[config.mk]
export PLATFORM = sky130hd
export DESIGN_NAME = clk_div_prog
export DESIGN_NICKNAME = d
export VERILOG_FILES = /design/src/rtl/clk_div_prog.sv
export SDC_FILE = /design/constraint.sdc
export NUM_CORES = 1
export LEC_CHECK = 0
export CAP_MARGIN = 20
export CORE_UTILIZATION = 35
export DETAILED_ROUTE_END_ITERATION = 6
export GPL_TIMING_DRIVEN = 0
export MAX_ROUTING_LAYER = met4
export SYNTH_ARGS = -nofsm -noshare
export SYNTH_HDL_FRONTEND = slang
export SYNTH_SLANG_ARGS = --single-unit
[constraint.sdc]
create_clock -name clk -period 3 [get_ports clk]
set_input_delay 0.45 -clock clk [delete_from_list [all_inputs] [get_ports clk]]
set_output_delay 0.45 -clock clk [all_outputs]
set_load 0.01 [all_outputs]
[src/rtl/clk_div_prog.sv]
// Programmable clock divider with a glitch-free ratio update applied only at period boundaries.
// Optional phase-restart input "sync" is enabled by defining CLKDIV_SYNC_EN.
module clk_div_prog #(
    parameter int WIDTH       = 8,
    parameter int DEFAULT_DIV = 4
) (
    input  logic             clk,
    input  logic             rst,
`ifdef CLKDIV_SYNC_EN
    input  logic             sync,
`endif
    input  logic [WIDTH-1:0] div_in,
    input  logic             div_load,
    output logic             div_ack,
    output logic [WIDTH-1:0] div_active,
    output logic             clk_out,
    output logic             clk_en
);

    typedef enum logic {
        IDLE,
        PENDING
    } state_t;

    state_t           state;
    state_t           state_next;
    logic [WIDTH-1:0] cnt;
    logic [WIDTH-1:0] pending;
    logic [WIDTH-1:0] half;
    logic [WIDTH-1:0] captured;
    logic             wrap;
    logic             fall;
    logic             apply;

    assign half     = div_active >> 1;
    assign captured = (div_in < WIDTH'(2)) ? WIDTH'(2) : div_in;
    assign fall     = (cnt == half - WIDTH'(1));

`ifdef CLKDIV_SYNC_EN
    assign wrap = sync || (cnt == div_active - WIDTH'(1));
`else
    assign wrap = (cnt == div_active - WIDTH'(1));
`endif

    // A new ratio only lands on a wrap edge, so the period in flight is never cut short.
    assign apply = wrap && (state == PENDING);

    always_comb begin
        state_next = state;
        case (state)
            IDLE:    if (div_load) state_next = PENDING;
            PENDING: begin
                if (div_load)  state_next = PENDING;
                else if (wrap) state_next = IDLE;
            end
            default: state_next = IDLE;
        endcase
    end

    always_ff @(posedge clk or posedge rst) begin
        if (rst) state <= IDLE;
        else     state <= state_next;
    end

    always_ff @(posedge clk or posedge rst) begin
        if (rst) begin
            cnt        <= '0;
            clk_out    <= 1'b0;
            clk_en     <= 1'b0;
            div_ack    <= 1'b0;
            div_active <= WIDTH'(DEFAULT_DIV);
            pending    <= WIDTH'(DEFAULT_DIV);
        end else begin
            if (wrap) begin
                cnt     <= '0;
                clk_out <= 1'b1;
                clk_en  <= 1'b1;
            end else begin
                cnt    <= cnt + WIDTH'(1);
                clk_en <= 1'b0;
                if (fall) clk_out <= 1'b0;
            end
            div_ack <= apply;
            if (apply)    div_active <= pending;
            // A load on the wrap edge itself is held for the next boundary.
            if (div_load) pending    <= captured;
        end
    end

endmodule

==> flow_summary.yaml <==
synthesis:
  synthesis.nets: 158
  synthCells: 144
  ys_ff_latch: 28
  mappedNetlistArea_um2: 1545
  async_flop_share_pct: 100.0
  yosysTopAreaCell: "dfrtp_1"
  synth-simple-area-share_pct: 16.36
  synth_top_area_share_pct: 42.11
  yosys.cell_types.count: 40
  synth-edff-count: 0
  synth_area_leaders: "dfrtp_1 (42%), mux2_2 (9.5%), xor2_1 (6.8%)"
  synth-compound-area-share_pct: 9.636
  yosysWarningCount: 0
  synth_top_family_by_area: "simple AND/OR/NAND/NOR gates"
  yosysSeqAreaShare_pct: 45.51
  yosysMostFrequentCell: "dfrtp_1"
  synth_mux_area_share_pct: 10.12
  synth_xor_xnor_area_share_pct: 11.90
  synth_common_cells: "dfrtp_1 (26), mux2_2 (13), xor2_1 (12), nor2_1 (9), xnor2_1 (9)"
  avgSynthCellArea_um2: 10.73
  synthAdderAreaFrac_pct: 2.429
  synth_ff_type: "dfrtp_1"
critical_path:
  cpMaxStageDelayCell: "nor4_4"
  end_kind: "flip-flop"
  worstPathArrival_ns: 2.91
  start_kind: "flip-flop"
  cpLargestDelayFamily: "simple AND/OR/NAND/NOR gates"
  critical_path_buf_inv_count: 1
  criticalPathCategory: "flip-flop to flip-flop"
  slowest_delay_ns: 0.62
  crit_required_ns: 3.16
  critPathMaxFanout: 9
  path_cells: "inv_1 -> ha_1 -> nor4b_1 -> xnor2_1 -> o2111ai_1 -> nor4_4 -> mux2_2"
detailed_routing:
  vias: 1148
  wl_per_cell_um: 14.35
  dr.pass1.iters: 4
  drtIter0Drc: 44
  finalWirelength_um: 3142
  ant_nets: 0
  drc: 0
  viasPerCell: 5.242
cts:
  postCtsSetupBuffers: 0
  post_cts_resize_count: 0
  cts_buffers: 3
  cts.sinks: 28
  root_buffer: "clkbuf_8"
  htreeDepth: 1
  clock_latency_ns: 0.27
  cts_hold_buf: 0
  clkSlewWorstSetupHoldPaths_ns: 0.09
  cts_buffer_depth: 2
  cts_tree: "done"
power:
  p_leak_nw: 0.8017
  irDropWorstVdd_v: 0.0002128
  powerDensity_nw_per_um2: 350.5
timing:
  final.setup.tns_ns: 0
  setup_slack_ns: 0.2514
  finalMaxSlewViolations: 0
  tightest_slew_ns: 0.6775
  timing_hold_violations_final: 0
  period_share_pct: 91.62
  fmax_ghz: 0.3638
  rsz0062_at_grt: "false"
  slew_headroom_pct: 54.49
  post-route-min-period_ns: 2.749
  fin_skew_ns: 0.002256
  setup_viol: 0
cells_and_area:
  nets: 184
  layout-drive-gt1-share_pct: 15.38
  fillers: 404
  fin_cells: 219
  layout-area-overhead-vs-synth_pct: 22.35
  antenna-diode-count: 0
place:
  port_buffers: 20
  dp.cells: 214
  dpl.hpwl_um: 2386
  routabilityCongestion: 0.8580
  dp_worst_setup_slack_ns: 0.2624
global_route:
  grt_pass1_vias: 1103
  overflow: 0
  grt_max_degree: 29
  antenna_found_initial: 0
  grt_use_total_pct: 15.77
  grt_pass1_wl_um: 5216
hold_path:
  min_path_type: "input pin to asynchronous set/reset pin"
floorplan:
  fp.coreArea_um2: 4115
  rows: 23
  die-area_um2: 4685
  die_h_um: 68.45
  start_util_pct: 37.55
  die_w_um: 68.45
  io_pins: 22
status:
  status: "completed"
job:
  max_cap_violations: 0
worst register-to-register path, delay by kind of cell (launching register included):
kind	cells	cell delay (ns)
simple gates	2	0.94
flops	1	0.46
mux	1	0.41
fa+ha+maj	1	0.28
compound gates	1	0.20
xor+xnor	1	0.19
buf+inv	1	0.16
sequential cells by signal, indices dropped and copies added (netlist names):
register,count
clk_en,1
div_ack,1
pending,8
state,1
div_active,8
cnt,8
clk_out,1
path summary, 6_finish.rpt:
check                      depth (start not counted)  slack [ns]       endpoint           from
hold reg to reg                                    1        0.49        clk_out        clk_out
setup reg to reg                                   7        0.25  div_active[7]  div_active[1]
min in group clk                                   1        0.49        clk_out        clk_out
hold / removal                                     2        0.43         clk_en            rst
max in group asynchronous                          3        2.07     pending[2]            rst
setup / recovery                                   7        0.25  div_active[7]  div_active[1]
metal layers:
layer	vias up	share of wire (%)	track usage (%)
met4	0	0.54	4.688
met1	575	48	20.65
met3	2	2.4	2.500
met5	-	0	-
li1	557	-	-
met2	14	49	25.00
kinds of logic after synthesis:
logic type / Yosys count
compound gates: 21
xor+xnor: 21
fa+ha+maj: 3
buf+inv: 14
flops: 28
mux: 14
simple gates: 43
layout make-up:
class | count | area (um2) | share of cell area [%]
Timing Repair Buffer | 21 | 227.7 | 12.05
Tap cell | 50 | 62.56 | 3.309
Clock buffer | 4 | 55.05 | 2.912
Sequential cell | 28 | 703.2 | 37.19
Multi-Input combinational cell | 102 | 779.5 | 41.23
Inverter | 8 | 30.03 | 1.588
Buffer | 6 | 32.53 | 1.721
cells in the final DEF, fill, tap and decap left out, drive strengths merged, types with 2 or more instances in the layout:
master,n
clkdlybuf4s50,20
o21bai,2
dfrtp,26
a31oi,3
a21oi,3
buf,4
inv,8
xnor2,9
nor3,5
a211oi,2
o211ai,2
ha,3
dfstp,2
nor2,9
clkbuf,7
xor2,12
nand2,3
nor4,4
nand3,6
mux2,13
and3,4
nor2b,6
stage by stage:
step	power [mW]	util, %	hold slack [ns]	instance area (um2)
6_report	0.6626	45.94	0.4349	1891
5_1_grt	0.6918	45.94	0.4749	1891
4_1_cts	0.6696	45.27	0.4961	1863
3_5_place_dp	0.4382	43.93	0.4746	1808
3_3_place_gp	0.4366	43.93	0.4604	1808
2_1_floorplan	0.4189	-	0.4658	1545
where the power goes:
group | internal [mW] | total (mW) | switching [mW] | leakage, nW
Clock | 0.117 | 0.228 | 0.111 | 0.0288
Combinational | 0.0239 | 0.0408 | 0.0169 | 0.424
Sequential | 0.389 | 0.393 | 0.00467 | 0.348
Note: power is estimated with default switching activity, not from simulation.
